<file path="src/rtl/z80_bus_tracer_if.sv">
// Signal bundle between a Z80 bus tracer and its environment: CPU strobes,
// capture controls, trace read port and status.
interface z80_bus_tracer_if #(
  parameter int DEPTH_LOG2 = 4,
  parameter int OVF_W      = 8
) ();
  logic                  m1_n;
  logic                  mreq_n;
  logic                  iorq_n;
  logic                  rd_n;
  logic                  wr_n;
  logic                  rfsh_n;
  logic [15:0]           a;
  logic [7:0]            d;
  logic                  ena;
  logic                  mode_ring;
  logic                  trig_ena;
  logic [15:0]           trig_addr;
  logic                  rd_req;
  logic [26:0]           rd_data;
  logic                  rd_valid;
  logic                  empty;
  logic                  full;
  logic [DEPTH_LOG2:0]   count;
  logic [OVF_W-1:0]      ovf_cnt;
  logic [1:0]            state;

  // Read handshake: rd_req is a pop request, honoured only while empty==0.
  // rd_valid pulses for exactly one cycle after an honoured request, and
  // rd_data holds its value until the next honoured request.
  modport master (
    output m1_n, mreq_n, iorq_n, rd_n, wr_n, rfsh_n, a, d,
    output ena, mode_ring, trig_ena, trig_addr, rd_req,
    input  rd_data, rd_valid, empty, full, count, ovf_cnt, state
  );

  modport slave (
    input  m1_n, mreq_n, iorq_n, rd_n, wr_n, rfsh_n, a, d,
    input  ena, mode_ring, trig_ena, trig_addr, rd_req,
    output rd_data, rd_valid, empty, full, count, ovf_cnt, state
  );
endinterface

</file>
<file path="src/rtl/z80_bus_tracer.sv">
// Z80 bus-cycle tracer: records {type, addr, data} per completed bus cycle
// into a FIFO, with optional address trigger, ring mode and overflow count.
module z80_bus_tracer #(
  parameter int DEPTH_LOG2 = 4,
  parameter int OVF_W      = 8
) (
  input  logic           fclk,
  input  logic           rst,
  z80_bus_tracer_if.slave bus
);
  localparam int DEPTH = 1 << DEPTH_LOG2;
  localparam logic [DEPTH_LOG2:0] FULL_CNT = (DEPTH_LOG2 + 1)'(DEPTH);

  typedef enum logic [1:0] {
    S_IDLE    = 2'd0,
    S_ARMED   = 2'd1,
    S_CAPTURE = 2'd2,
    S_STOPPED = 2'd3
  } state_e;

  state_e                state_q, state_d;
  logic                  in_cyc_q, in_cyc_d;
  logic                  block_q, block_d;
  logic [15:0]           addr_q, addr_d;
  logic [2:0]            type_q, type_d;
  logic [7:0]            data_q, data_d;
  logic [DEPTH_LOG2-1:0] wptr_q, rptr_q;
  logic [DEPTH_LOG2:0]   count_q, count_d;
  logic [OVF_W-1:0]      ovf_q;
  logic [26:0]           rd_data_q;
  logic                  rd_valid_q;
  logic [26:0]           mem_q [DEPTH];

  logic                  active;
  logic                  rec_gen;
  logic                  full;
  logic                  empty;
  logic                  pop;
  logic                  push_req;
  logic                  do_write;
  logic                  ring_ovw;
  logic                  stop_ovf;
  logic                  rptr_adv;
  logic                  ovf_clr;
  logic [26:0]           rec;

  assign active  = (~bus.mreq_n | ~bus.iorq_n) & (~bus.rd_n | ~bus.wr_n) & bus.rfsh_n;
  assign rec_gen = in_cyc_q & ~active & bus.ena;
  assign rec     = {type_q, addr_q, data_q};
  assign full    = (count_q == FULL_CNT);
  assign empty   = (count_q == '0);
  assign pop     = bus.rd_req & ~empty;

  // block_q suppresses a cycle that was already running when it was aborted
  // (reset or ena low) until the bus goes idle again.
  always_comb begin
    in_cyc_d = in_cyc_q;
    block_d  = block_q;
    addr_d   = addr_q;
    type_d   = type_q;
    data_d   = data_q;
    if (!bus.ena) begin
      in_cyc_d = 1'b0;
      block_d  = 1'b1;
    end else if (active) begin
      if (!in_cyc_q && !block_q) begin
        in_cyc_d = 1'b1;
        addr_d   = bus.a;
        type_d   = {~bus.iorq_n, ~bus.wr_n, ~bus.m1_n};
        data_d   = bus.d;
      end else if (in_cyc_q) begin
        data_d = bus.d;
      end
    end else begin
      in_cyc_d = 1'b0;
      block_d  = 1'b0;
    end
  end

  always_comb begin
    state_d  = state_q;
    push_req = 1'b0;
    ovf_clr  = 1'b0;
    if (!bus.ena) begin
      state_d = S_IDLE;
    end else begin
      unique case (state_q)
        S_IDLE: begin
          state_d = bus.trig_ena ? S_ARMED : S_CAPTURE;
          ovf_clr = 1'b1;
        end
        S_ARMED: begin
          if (rec_gen && (addr_q == bus.trig_addr)) begin
            push_req = 1'b1;
            state_d  = S_CAPTURE;
          end
        end
        S_CAPTURE: push_req = rec_gen;
        S_STOPPED: state_d = S_STOPPED;
        default:   state_d = S_IDLE;
      endcase
    end
    // A pop on the same edge frees a slot, so only an unpopped full buffer overflows.
    do_write = push_req & (~full | pop | bus.mode_ring);
    ring_ovw = push_req & full & ~pop & bus.mode_ring;
    stop_ovf = push_req & full & ~pop & ~bus.mode_ring;
    rptr_adv = pop | ring_ovw;
    if (stop_ovf) state_d = S_STOPPED;
    count_d = count_q;
    if (do_write && !rptr_adv)      count_d = count_q + 1'b1;
    else if (!do_write && rptr_adv) count_d = count_q - 1'b1;
  end

  always_ff @(posedge fclk) begin
    if (rst) begin
      state_q    <= S_IDLE;
      in_cyc_q   <= 1'b0;
      block_q    <= 1'b1;
      addr_q     <= '0;
      type_q     <= '0;
      data_q     <= '0;
      wptr_q     <= '0;
      rptr_q     <= '0;
      count_q    <= '0;
      ovf_q      <= '0;
      rd_data_q  <= '0;
      rd_valid_q <= 1'b0;
    end else begin
      state_q    <= state_d;
      in_cyc_q   <= in_cyc_d;
      block_q    <= block_d;
      addr_q     <= addr_d;
      type_q     <= type_d;
      data_q     <= data_d;
      count_q    <= count_d;
      rd_valid_q <= pop;
      if (pop)      rd_data_q <= mem_q[rptr_q];
      if (do_write) wptr_q    <= wptr_q + 1'b1;
      if (rptr_adv) rptr_q    <= rptr_q + 1'b1;
      if (ovf_clr) begin
        ovf_q <= '0;
      end else if ((ring_ovw || stop_ovf) && (ovf_q != '1)) begin
        ovf_q <= ovf_q + 1'b1;
      end
    end
  end

  always_ff @(posedge fclk) begin
    if (!rst && do_write) mem_q[wptr_q] <= rec;
  end

  assign bus.rd_data  = rd_data_q;
  assign bus.rd_valid = rd_valid_q;
  assign bus.empty    = empty;
  assign bus.full     = full;
  assign bus.count    = count_q;
  assign bus.ovf_cnt  = ovf_q;
  assign bus.state    = state_q;
endmodule

</file>
<file path="src/flat_wrapper.sv">
// flat-port wrapper written by rule: the top's interface ports become plain ports
module z80_bus_tracer_flat 
#(
  parameter int DEPTH_LOG2 = 4,
  parameter int OVF_W      = 8
)
  (fclk, rst, bus_m1_n, bus_mreq_n, bus_iorq_n, bus_rd_n, bus_wr_n, bus_rfsh_n, bus_a, bus_d, bus_ena, bus_mode_ring, bus_trig_ena, bus_trig_addr, bus_rd_req, bus_rd_data, bus_rd_valid, bus_empty, bus_full, bus_count, bus_ovf_cnt, bus_state);
  z80_bus_tracer_if #(.DEPTH_LOG2(DEPTH_LOG2), .OVF_W(OVF_W)) bus_i ();
  input  logic fclk;
  input  logic rst;
  input wire logic [$bits(bus_i.m1_n)-1:0] bus_m1_n;
  input wire logic [$bits(bus_i.mreq_n)-1:0] bus_mreq_n;
  input wire logic [$bits(bus_i.iorq_n)-1:0] bus_iorq_n;
  input wire logic [$bits(bus_i.rd_n)-1:0] bus_rd_n;
  input wire logic [$bits(bus_i.wr_n)-1:0] bus_wr_n;
  input wire logic [$bits(bus_i.rfsh_n)-1:0] bus_rfsh_n;
  input wire logic [$bits(bus_i.a)-1:0] bus_a;
  input wire logic [$bits(bus_i.d)-1:0] bus_d;
  input wire logic [$bits(bus_i.ena)-1:0] bus_ena;
  input wire logic [$bits(bus_i.mode_ring)-1:0] bus_mode_ring;
  input wire logic [$bits(bus_i.trig_ena)-1:0] bus_trig_ena;
  input wire logic [$bits(bus_i.trig_addr)-1:0] bus_trig_addr;
  input wire logic [$bits(bus_i.rd_req)-1:0] bus_rd_req;
  output wire logic [$bits(bus_i.rd_data)-1:0] bus_rd_data;
  output wire logic [$bits(bus_i.rd_valid)-1:0] bus_rd_valid;
  output wire logic [$bits(bus_i.empty)-1:0] bus_empty;
  output wire logic [$bits(bus_i.full)-1:0] bus_full;
  output wire logic [$bits(bus_i.count)-1:0] bus_count;
  output wire logic [$bits(bus_i.ovf_cnt)-1:0] bus_ovf_cnt;
  output wire logic [$bits(bus_i.state)-1:0] bus_state;
  assign bus_i.m1_n = bus_m1_n;
  assign bus_i.mreq_n = bus_mreq_n;
  assign bus_i.iorq_n = bus_iorq_n;
  assign bus_i.rd_n = bus_rd_n;
  assign bus_i.wr_n = bus_wr_n;
  assign bus_i.rfsh_n = bus_rfsh_n;
  assign bus_i.a = bus_a;
  assign bus_i.d = bus_d;
  assign bus_i.ena = bus_ena;
  assign bus_i.mode_ring = bus_mode_ring;
  assign bus_i.trig_ena = bus_trig_ena;
  assign bus_i.trig_addr = bus_trig_addr;
  assign bus_i.rd_req = bus_rd_req;
  assign bus_rd_data = bus_i.rd_data;
  assign bus_rd_valid = bus_i.rd_valid;
  assign bus_empty = bus_i.empty;
  assign bus_full = bus_i.full;
  assign bus_count = bus_i.count;
  assign bus_ovf_cnt = bus_i.ovf_cnt;
  assign bus_state = bus_i.state;
  z80_bus_tracer #(.DEPTH_LOG2(DEPTH_LOG2), .OVF_W(OVF_W)) u_core (.fclk(fclk), .rst(rst), .bus(bus_i));
endmodule
</file>
<file path="config.mk">
export PLATFORM = sky130hd
export DESIGN_NAME = z80_bus_tracer_flat
export DESIGN_NICKNAME = d
export VERILOG_FILES = /design/src/rtl/z80_bus_tracer_if.sv /design/src/rtl/z80_bus_tracer.sv /design/src/flat_wrapper.sv
export SDC_FILE = /design/constraint.sdc
export NUM_CORES = 1
export LEC_CHECK = 0
export ABC_AREA = 1
export BUFFER_PORTS_ARGS = -buffer_cell sky130_fd_sc_hd__buf_2
export CAP_MARGIN = 25
export CORE_MARGIN = 4
export CORE_UTILIZATION = 43
export DETAILED_ROUTE_END_ITERATION = 12
export PLACE_DENSITY_LB_ADDON = 0.3
export SLEW_MARGIN = 20
export SYNTH_ARGS = -nofsm -noshare
export SYNTH_HDL_FRONTEND = slang
export SYNTH_SLANG_ARGS = --single-unit
</file>
<file path="constraint.sdc">
create_clock -name fclk -period 3.6 [get_ports fclk]
set_clock_uncertainty 0.15 [all_clocks]
set_input_delay 0.72 -clock fclk [delete_from_list [all_inputs] [get_ports fclk]]
set_output_delay 0.72 -clock fclk [all_outputs]
set_load 0.01 [all_outputs]
</file>
==> summary.md, run 1 <==
| Metric | Value |
|---|---|
| Status | finished clean |
| N_diodes | 0 |
| Cell Area, Placed | approximately 22000 sq um |
| Initial DRC count | ~1300 |
| Hold Fails Final Rpt | 0 |
| Most common cell in the netlist | edfxtp_1 |
| Nets | 1960 |
| Drt via density | between 5 and 6 |
| Synth Register Bits | a little over 500 |
| Seq/Total Area, Yosys | a little over two thirds |
| Max VDD drop | 0.487 mV |
| Cells after Synth | between 1500 and 2000 |
| Vias | 14100 |
| Netlist Area Pre-Place | ~21000 sq um |
| Die H | about 230 um |
| Vias in the first global route | 13700 |
| Cts bufs inserted | a little over 50 |
| Max Cap Viol | 0 |
| Gr busiest metal | met2 |
| Worst slew margin | a little over a quarter |
| GR Util met2 | 31.9% |
| Core ar. | 47700 sq um |
| Commonest cells post-synth | edfxtp_1, nor2_1, o21ai_0 |
| Netlist cell types | 39 |
| Design Area, Final | around 24000 sq um |
| Startpoint types | register |
| FP Rows | 80 |
| Number of synthesized flops with an enable pin | between 400 and 500 |
| Max-slew violations | 0 |
| Post-synth top area cell | edfxtp_1 |
| Drt pass-1 iters | 5 |
| H-tree levels | 2 |
| Die area | a little over 50000 sq um |
| Mapped Nets | approximately 1900 |
| Area growth syn-to-layout | 15.5% |
| Asr flop ratio synth | 0% |
| CTS Root Cell | clkbuf_16 |
| DRC viols | 0 |
| Crit-path max FO | 17 |
| Antenna-violating nets left | 0 |
| Initial antenna violation count | 2 |
| Tmin final | about 3200 ps |
| CP arrival | 3440 ps |
| Final period util | between 80% and 90% |
| Maximum clock rate | between 0.3 and 0.4 GHz |
| GR Util met3 | under 10% |
| Clock Pin Slew Worst Setup and Hold Paths | around 60 ps |
| Placer Congestion | slightly above 0.8 |
| Clk buf depth | 3 |
| Lkg Pwr | 8.75 nW |
| # IOs | 97 |
| Pin count of the biggest net entering global routing | 220 |
| Share of post-route cells with drive strength above 1 | 14.9% |
| TritonCTS clock tree | done |
| Port Buffers | 96 |
| Sinks on Clock Net | about 510 |
| M1 GR Usage | between 20% and 30% |
| Cell Count, Final, Fillers Out | around 2500 |
| Power Dens Cells | a little over 600 nW/um^2 |
| Synth Area per Inst | roughly 12 sq um |
| Top cells by area, synth | edfxtp_1, dfxtp_1, nor2_1 |
| Final wirelength | between 50000 and 60000 um |
| Total congestion overflow | 0 |
| WL/cell | 20.5 um |
| Setup Buffers After CTS | 0 |
| Placed wire-length estimate | a little under 30000 um |
| RSZ-0062 raised after global routing | no |
| Skew-Pair Late Insertion Delay | ~560 ps |
| CP required | approximately 3900 ps |
| Global-route wire length before repair | about 80000 um |
| Fin util | 50.2% |
| Worst setup EP type | register |
| Worst Max-Slew Pin Slew | 1100 ps |
| Area share of the largest cell type after synthesis | a little over three fifths |
| Synth warnings | 0 |
| Final Setup Violations | 0 |
| Worst min-delay path class | in2reg |
| Setup CP Type | reg2reg |
| Final Power | between 10 and 15 mW |
| Chip Width | approximately 230 um |
| Starting Density | 43.4% |
| GRT Overall Usage | about 20% |
| Main synth FF type | edfxtp_1 |
| Placed Cells incl. Taps | around 2500 |
-- worst max-delay path, stage by stage, from the launching register on --
cell,delay (ps)
dfxtp_1,320
buf_4,190
nand2_1,80
nand2_1,50
nor2_1,80
nand2_1,110
nor2_2,120
nand3_2,140
nand2_4,100
nand4_1,140
nand2_2,110
inv_1,60
ha_1,230
inv_2,100
ha_1,280
a21o_1,190
a21oi_1,160
nor2_1,60
nor2_1,90
nand2_1,70
o21ai_0,150
a21oi_1,60
-- layer usage --
layer,vias up,part of all wire (%)
met1,6875,43
met2,557,46
li1,6578,-
met4,2,2.9
met3,107,7.8
met5,-,0.025
-- through the flow --
step | hold slack (ps) | setup WS (ps) | setup TNS (ps)
floorplan | 320 | 231 | 0
global placement | 301 | 84.6 | 0
detailed placement | 307 | -6.08 | -6.08
CTS | 180 | 348 | 0
global route | 197 | 3.60 | 0
finish | 205 | 443 | 0
-- cell usage in the layout, fill, tap and decap left out, types with 15 or more instances in the layout --
| cell | Yosys | final |
|---|---|---|
| a21oi_1 | 37 | 37 |
| a31oi_1 | 28 | 28 |
| buf_12 | 0 | 21 |
| buf_2 | 45 | 96 |
| buf_4 | 5 | 42 |
| clkbuf_1 | 37 | 15 |
| clkbuf_16 | 0 | 51 |
| dfxtp_1 | 80 | 76 |
| edfxtp_1 | 432 | 432 |
| inv_1 | 81 | 78 |
| nand2_1 | 118 | 118 |
| nand3_1 | 53 | 53 |
| nor2_1 | 416 | 400 |
| nor2_4 | 0 | 16 |
| o211ai_1 | 82 | 82 |
| o21ai_0 | 255 | 255 |
| o221ai_1 | 27 | 27 |
-- sequential cells by signal, indices dropped and copies added, names as in the netlist, 2 cells and up --
name and cells:
u_core.bus.state 2, u_core.data_q 8, u_core.bus.count 5, u_core.addr_q 16
u_core.rptr_q 4, u_core.type_q 3, u_core.bus.rd_data 27, u_core.bus.ovf_cnt 8
u_core.wptr_q 4, u_core.mem_q 432
-- power by group --
| part | leakage [nW] | switching, mW | internal [mW] |
|---|---|---|---|
| Sequential | 4.77 | 0.165 | 6.54 |
| Clock | 0.794 | 2.12 | 2.91 |
| Combinational | 3.19 | 2.11 | 1.05 |
-- cells by family after synthesis --
family,count (synthesis),share of synthesized area [%]
xor gates and xnor gates,9,0.380
adders and majority gates,15,0.941
DFF,512,70.3
buffers and inverters,198,4.13
and+or+nand+nor,614,12.0
AOI/OAI and AO/OA,438,12.3
-- final timing paths --
check	startpoint	to	slack (ps)	depth (start not counted)
hold reg to reg	u_core.addr_q[9]	u_core.addr_q[9]	310	2
hold / removal	bus_iorq_n	u_core.type_q[2]	210	2
setup reg to reg	u_core.addr_q[9]	u_core.bus.count[4]	440	21
setup / recovery	u_core.addr_q[9]	u_core.bus.count[4]	440	21
-- layout make-up --
class                           count  area, sq um
Clock buffer                       78         1490
Clock inverter                     16          105
Fill cell                        4015        23800
Inverter                           93          359
Multi-Input combinational cell   1076         5430
Sequential cell                   512        14600
Tap cell                          615          769
Timing Repair Buffer              159         1220
-- what timing repair did --
action | 4_1_cts | 5_1_grt
setup endpoints to repair | 0 | 1
hold buffers | 0 | 0
gates resized for setup | 0 | 3
Note: power is estimated with default switching activity, not from simulation.
==> inputs of run 2 (changes only) <==
--- a/config.mk
+++ b/config.mk
@@ -8,10 +8,11 @@
 export ABC_AREA = 1
 export BUFFER_PORTS_ARGS = -buffer_cell sky130_fd_sc_hd__buf_2
 export CAP_MARGIN = 25
+export CORE_ASPECT_RATIO = 0.9
 export CORE_MARGIN = 4
 export CORE_UTILIZATION = 43
 export DETAILED_ROUTE_END_ITERATION = 12
-export PLACE_DENSITY_LB_ADDON = 0.3
+export PLACE_DENSITY = 0.57
 export SLEW_MARGIN = 20
 export SYNTH_ARGS = -nofsm -noshare
 export SYNTH_HDL_FRONTEND = slang
==> summary.md, run 2 (synthesized netlist as in run 1, its figures left out) <==
| Metric | Value |
|---|---|
| Status | finished clean (unchanged) |
| Core ar. | 47700 sq um (about the same) |
| Global-route wire length before repair | 83200 um (was 80000 um) |
| Skew-Pair Late Insertion Delay | 590 ps (was 560 ps) |
| Worst path bufs/invs | 2 (was 3) |
| Max reg flops | 432 (unchanged) |
| Sequential share of power | 43.6% (was 45.0%) |
| Drt via density | 5.45 (was 5.54) |
| Tmin final | 3260 ps (was 3160 ps) |
| P_sw | 4.53 mW (was 4.40 mW) |
| WL/cell | 21.3 um (was 20.5 um) |
| Critical path depth | 20 (was 21) |
| Max Cap Viol | 0 (unchanged) |
| Total congestion overflow | 0 (unchanged) |
| CP arrival | 3580 ps (was 3440 ps) |
| # IOs | 97 (unchanged) |
| Crit-path max FO | 7 (was 17) |
| Pint | 10.9 mW (was 10.5 mW) |
| N_diodes | 0 (unchanged) |
| Port Buffers | 96 (unchanged) |
| Final Setup Violations | 0 (unchanged) |
| H-tree levels | 2 (unchanged) |
| Most frequent cells in the layout | edfxtp_1, nor2_1, o21ai_0, nand2_1, buf_2 (unchanged) |
| Die H | 216 um (was 228 um) |
| Worst setup path startpoint | u_core.bus.state[0] (was u_core.addr_q[9]) |
| Startpoint types | register (unchanged) |
| TritonCTS clock tree | done (unchanged) |
| Worst min-delay path class | in2reg (unchanged) |
| Crit-path max cell delay | 440 ps (was 320 ps) |
| Maximum clock rate | 0.307 GHz (was 0.317 GHz) |
| Setup TNS | 0 ps (unchanged) |
| FP Rows | 76 (was 80) |
| Vias in the first global route | 13700 (about the same) |
| Final period util | 90.6% (was 87.7%) |
| Post-CTS Resized | 0 (unchanged) |
| Starting Density | 43.4% (about the same) |
| Hold Fails Final Rpt | 0 (unchanged) |
| Max VDD drop | 0.542 mV (was 0.487 mV) |
| Sinks on Clock Net | 512 (unchanged) |
| Share of post-route cells with drive strength above 1 | 14.8% (was 14.9%) |
| Commonest non-fill, non-tap cell in the layout | edfxtp_1 (unchanged) |
| Clock power share | 35.9% (was 33.7%) |
| Power Dens Cells | 639 nW/um^2 (was 622 nW/um^2) |
| GRT Overall Usage | 20.9% (was 20.0%) |
| Area growth syn-to-layout | 16.2% (was 15.5%) |
| Reg-to-reg critical path startpoint | u_core.bus.state[0] (was u_core.addr_q[9]) |
| Vias | 14000 (was 14100) |
| WHS | 168 ps (was 205 ps) |
| Clk buf depth | 3 (unchanged) |
| Lkg Pwr | 8.81 nW (was 8.75 nW) |
| Worst Hold Launch | bus_wr_n (was bus_iorq_n) |
| Worst Hold Path Cells | 2 (unchanged) |
| DRC viols | 0 (unchanged) |
| Pin count of the biggest net entering global routing | 220 (unchanged) |
| Worst Max-Slew Pin Slew | 1050 ps (was 1100 ps) |
| Clock Pin Slew Worst Setup and Hold Paths | 60 ps (about the same) |
| Antenna-violating nets left | 0 (unchanged) |
| Sw frac | 29.4% (was 29.5%) |
| Slowest CP cell | dfxtp_1 (unchanged) |
| Final wirelength | 54500 um (was 52300 um) |
| Delay-heaviest family, CP | simple AND/OR/NAND/NOR gates (unchanged) |
| Die area | 51800 sq um (about the same) |
| Nets | 1962 (was 1960) |
| Setup CP Type | reg2reg (unchanged) |
| Power share of the combinational group | 20.5% (was 21.2%) |
| Setup Buffers After CTS | 0 (unchanged) |
| Drt pass-1 iters | 6 (was 5) |
| Cts bufs inserted | 54 (was 51) |
| Max-slew violations | 0 (unchanged) |
| Initial antenna violation count | 1 (was 2) |
| Critical-path cell list | ha_1, nand2_1, nor2_1, nand2_1, nor2_2, nand3_2, nand2_4, nand4_1, nand2_2, inv_1, ha_1, inv_1, ha_1, a21o_1, a21oi_1, nor2_1, nor2_1, nand2_1, o21ai_0, a21oi_1 (was buf_4, nand2_1, nand2_1, nor2_1, nand2_1, nor2_2, nand3_2, nand2_4, nand4_1, nand2_2, inv_1, ha_1, inv_2, ha_1, a21o_1, a21oi_1, nor2_1, nor2_1, nand2_1, o21ai_0, a21oi_1) |
| Chip Width | 240 um (was 228 um) |
| CTS Hold Buffers Added | 0 (unchanged) |
| Worst r2r path cells | 20 (was 21) |
| Biggest register | u_core.mem_q (unchanged) |
| RSZ-0062 raised after global routing | no (unchanged) |
| Worst slew margin | 30.0% (was 26.7%) |
| Worst setup EP type | register (unchanged) |
| Design Area, Final | 24100 sq um (was 23900 sq um) |
| CP required | 3920 ps (was 3880 ps) |
| Placer Congestion | 0.849 (was 0.805) |
| Placed wire-length estimate | 29000 um (was 29600 um) |
| Cell Area, Placed | 22300 sq um (was 22400 sq um) |
| Initial DRC count | 1377 (was 1315) |
| CTS Root Cell | clkbuf_16 (unchanged) |
| Fin util | 50.5% (was 50.2%) |
## run 2: routing by layer
layer	track usage (%)	wire (um)	vias to the layer above
met5	0	0	-
li1	-	-	6584
met2	33.0	24700	480
met1	30.1	24900	6803
met4	6.75	1450	0
met3	3.21	3420	103
## run 2: final cells by class
| class | count | area (sq um) |
|---|---|---|
| fill | 4194 | 23600 |
| sequential | 512 | 14600 |
| multi-input combinational | 1076 | 5430 |
| clock buffer | 81 | 1580 |
| timing repair buffer | 158 | 1180 |
| tap | 624 | 781 |
| inverter | 93 | 359 |
| clock inverter | 18 | 193 |
## run 2: path summary, 6_finish.rpt
kind                         endpoint  slack [ps]
setup / recovery  u_core.bus.count[4]         340
setup reg to reg  u_core.bus.count[4]         340
hold reg to reg     u_core.addr_q[11]         320
hold / removal       u_core.type_q[1]         170
## run 2: power groups by stage
stage                     clock network (mW)  logic (mW)  registers, mW
after floorplan                            0        2.19           6.84
after global placement                     0        3.12           6.84
final                                   5.53        3.16           6.72
after global routing                    5.89        3.56           6.74
after CTS                               5.64        3.16           6.72
after detailed placement                   0        3.15           6.84
## run 2: stage by stage
stage          worst slack (ps)  std cells  power, mW
6_report                    338       2562       15.4
5_1_grt                    26.1       2562       16.2
4_1_cts                     343       2562       15.5
3_5_place_dp               42.3       2463       10.0
3_3_place_gp                119       2463       9.97
2_1_floorplan               231       1786       9.03
## run 2: worst reg2reg max path, cell delays in order, from the launching register on
cell and delay, ps:
dfxtp_1 440, ha_1 220, nand2_1 60, nor2_1 110, nand2_1 70, nor2_2 110
nand3_2 130, nand2_4 100, nand4_1 140, nand2_2 110, inv_1 70, ha_1 230
inv_1 140, ha_1 300, a21o_1 200, a21oi_1 180, nor2_1 60, nor2_1 80
nand2_1 70, o21ai_0 140, a21oi_1 60
==> inputs of run 3 (changes only) <==
--- a/config.mk
+++ b/config.mk
@@ -5,13 +5,12 @@
 export SDC_FILE = /design/constraint.sdc
 export NUM_CORES = 1
 export LEC_CHECK = 0
-export ABC_AREA = 1
 export BUFFER_PORTS_ARGS = -buffer_cell sky130_fd_sc_hd__buf_2
 export CAP_MARGIN = 25
-export CORE_ASPECT_RATIO = 0.9
 export CORE_MARGIN = 4
 export CORE_UTILIZATION = 43
 export DETAILED_ROUTE_END_ITERATION = 12
+export HOLD_SLACK_MARGIN = 0.03
 export PLACE_DENSITY = 0.57
 export SLEW_MARGIN = 20
 export SYNTH_ARGS = -nofsm -noshare
==> summary.md, run 3 <==
| Metric | Value |
|---|---|
| Clock Pin Slew Worst Setup and Hold Paths | 60 ps (about the same) |
| Pre-CTS WS | -275 ps (was 42.3 ps) |
| End of the critical path | u_core.bus.count[4] (unchanged) |
| GRT Overall Usage | 18.9% (was 20.9%) |
| Synth Register Bits | 512 (unchanged) |
| Setup slack, reg-to-reg | 230 ps (was 340 ps) |
| Clk buf depth | 3 (unchanged) |
| Cells after Synth | 1048 (was 1786) |
| Drt pass-1 iters | 5 (was 6) |
| Die H | 223 um (was 216 um) |
| Pin count of the biggest net entering global routing | 61 (was 220) |
| Placed Cells incl. Taps | 1777 (was 2463) |
| Vias in the first global route | 10800 (was 13700) |
| Cell Count, Final, Fillers Out | 1878 (was 2562) |
| H-tree levels | 2 (unchanged) |
| Area share of the largest cell type after synthesis | 65.2% (was 62.5%) |
| Core ar. | 45600 sq um (was 47700 sq um) |
| TritonCTS clock tree | done (unchanged) |
| Max-slew violations | 0 (unchanged) |
| Asr flop ratio synth | 0% (unchanged) |
| Mapped Nets | 1115 (was 1853) |
| DRC viols | 0 (unchanged) |
| Reg-to-reg critical path startpoint | u_core.bus.state[0] (unchanged) |
| Worst setup path startpoint | u_core.bus.state[0] (unchanged) |
| Biggest register | u_core.mem_q (unchanged) |
| Max Cap Viol | 0 (unchanged) |
| Global-route wire length before repair | 70000 um (was 83200 um) |
| Lkg Pwr | 7.99 nW (was 8.81 nW) |
| Sinks on Clock Net | 512 (unchanged) |
| Die area | 49800 sq um (was 51800 sq um) |
| R2r endpoint | u_core.bus.count[4] (unchanged) |
| WL/cell | 25.0 um (was 21.3 um) |
| Skew-Pair Late Insertion Delay | 590 ps (about the same) |
| Vias | 10400 (was 14000) |
| Setup WS post-layout | 232 ps (was 338 ps) |
| Commonest non-fill, non-tap cell in the layout | edfxtp_1 (unchanged) |
| Port Buffers | 96 (unchanged) |
| Final Setup Violations | 0 (unchanged) |
| Power Dens Cells | 595 nW/um^2 (was 639 nW/um^2) |
| Nets | 1300 (was 1962) |
| Final wirelength | 46900 um (was 54500 um) |
| Final period util | 93.6% (was 90.6%) |
| Placed wire-length estimate | 27800 um (was 29000 um) |
| Top cells by area, synth | edfxtp_1, mux4_2, dfxtp_1 (was edfxtp_1, dfxtp_1, nor2_1) |
| CP arrival | 3730 ps (was 3580 ps) |
| Commonest cells post-synth | edfxtp_1, mux4_2, nand2_1 (was edfxtp_1, nor2_1, o21ai_0) |
| Total congestion overflow | 0 (unchanged) |
| Max reg flops | 432 (unchanged) |
| Hold Fails Final Rpt | 0 (unchanged) |
| Antenna-violating nets left | 0 (unchanged) |
| Worst r2r path cells | 14 (was 20) |
| Worst setup EP type | register (unchanged) |
| Synth warnings | 0 (unchanged) |
| Fillers | 3602 (was 4194) |
| Maximum clock rate | 0.297 GHz (was 0.307 GHz) |
| Most frequent cells in the layout | edfxtp_1, mux4_2, nand2_1, buf_2, dfxtp_1 (was edfxtp_1, nor2_1, o21ai_0, nand2_1, buf_2) |
| CTS Root Cell | clkbuf_16 (unchanged) |
| Number of synthesized flops with an enable pin | 432 (unchanged) |
| WHS | 182 ps (was 168 ps) |
| RSZ-0062 raised after global routing | no (unchanged) |
| Status | finished clean (unchanged) |
| Seq/Total Area, Yosys | 73.2% (was 70.3%) |
| Most common cell in the netlist | edfxtp_1 (unchanged) |
| Post-synth top area cell | edfxtp_1 (unchanged) |
| Worst Max-Slew Pin Slew | 957 ps (was 1050 ps) |
| Synth Area per Inst | 19.0 sq um (was 11.6 sq um) |
| Max VDD drop | 0.355 mV (was 0.542 mV) |
| Main synth FF type | edfxtp_1 (unchanged) |
| CP required | 3960 ps (was 3920 ps) |
| Tmin final | 3370 ps (was 3260 ps) |
| Share of post-route cells with drive strength above 1 | 33.9% (was 14.8%) |
| N_diodes | 0 (unchanged) |
| Crit-path max FO | 7 (unchanged) |
| # IOs | 97 (unchanged) |
| Drt via density | 5.52 (was 5.45) |
| Netlist Area Pre-Place | 19900 sq um (was 20700 sq um) |
| Starting Density | 43.7% (was 43.4%) |
| Setup CP Type | reg2reg (unchanged) |
| Startpoint types | register (unchanged) |
| Placer Congestion | 0.789 (was 0.849) |
| Worst slew margin | 36.2% (was 30.0%) |
| Cts bufs inserted | 53 (was 54) |
| Netlist cell types | 54 (was 39) |
| Worst min-delay path class | in2reg (unchanged) |
| FP Rows | 78 (was 76) |
| Initial DRC count | 867 (was 1377) |
| Area growth syn-to-layout | 18.8% (was 16.2%) |
| Worst Hold Launch | bus_m1_n (was bus_wr_n) |
| Chip Width | 223 um (was 240 um) |
| Initial antenna violation count | 2 (was 1) |
==> run 3: cell count changes after synthesis, sizes merged, moves of 17 or more <==
cell | before | now
nand3 | 55 | 9
o21ai | 261 | 11
mux4 | 0 | 135
o221ai | 27 | 0
nor2 | 420 | 37
o211ai | 82 | 1
buf | 64 | 20
a31oi | 28 | 4
nand2 | 126 | 98
inv | 91 | 10
a21oi | 38 | 55
==> run 3: worst min path at each step <==
stage,to,slack [ps],depth (start not counted)
6_report,u_core.type_q[0],180,2
5_1_grt,u_core.type_q[0],170,2
4_1_cts,u_core.type_q[0],150,2
3_5_place_dp,u_core.bus.rd_data[13],300,2
3_3_place_gp,u_core.bus.rd_data[10],290,2
2_1_floorplan,u_core.bus.rd_data[0],330,2
==> run 3: where the power goes <==
part	switching (mW)	total (mW)	internal [mW]
Clock	2.20	5.40	3.20
Sequential	0.170	6.65	6.48
Combinational	0.962	2.03	1.07
Total	3.33	14.1	10.7
==> run 3: cell type report <==
| type | count | area, sq um | share of cell area (%) |
|---|---|---|---|
| Clock buffer | 77 | 1550 | 6.56 |
| Tap cell | 600 | 751 | 3.17 |
| Timing Repair Buffer | 182 | 1410 | 5.98 |
| Sequential cell | 512 | 14600 | 61.7 |
| Multi-Input combinational cell | 474 | 5110 | 21.6 |
| Clock inverter | 23 | 195 | 0.825 |
| Inverter | 10 | 37.5 | 0.159 |
==> run 3: critical path: stages, from the launching register on <==
cell and delay [ps]:
dfxtp_2 390, inv_1 80, ha_1 330, and4b_2 230
and3_1 220, a31o_1 260, a31oi_4 150, ha_2 200
inv_1 90, fa_2 350, a21o_1 170, a21oi_2 140
xnor2_1 80, or3_1 310, a21oi_1 130
==> run 3: stage by stage <==
| step | util, % | cell area, sq um | power, mW | TNS [ps] |
|---|---|---|---|---|
| 5_1_grt | 51.9 | 23600 | 14.7 | 0 |
| 4_1_cts | 51.9 | 23600 | 14.3 | 0 |
| 2_1_floorplan | - | 19900 | 8.15 | 0 |
| 3_5_place_dp | 48.0 | 21900 | 8.84 | -415 |
| 6_report | 51.9 | 23600 | 14.1 | 0 |
| 3_3_place_gp | 48.0 | 21900 | 8.83 | -379 |
==> run 3: per-layer routing <==
metal  track usage (%)  vias to the layer above  share of wire [%]
met5                 0                        -              0.015
met4              4.35                        2                1.4
met1              27.5                     5434                 45
li1                  -                     4576                  -
met2              30.2                      308                 48
met3              3.39                       49                6.3
==> run 3: cells by family after synthesis <==
kind of cell	share of synthesized area, %
xor gates and xnor gates	0.968
and+or+nand+nor	4.80
adders and majority gates	0.981
DFF	73.2
buffers and inverters	1.33
muxes	16.0
AOI/OAI and AO/OA	2.71
==> run 3: timing repair <==
action,in CTS,in global routing
hold buffers,0,0
setup buffers,0,1
gates resized for setup,0,2
setup endpoints to repair,0,2
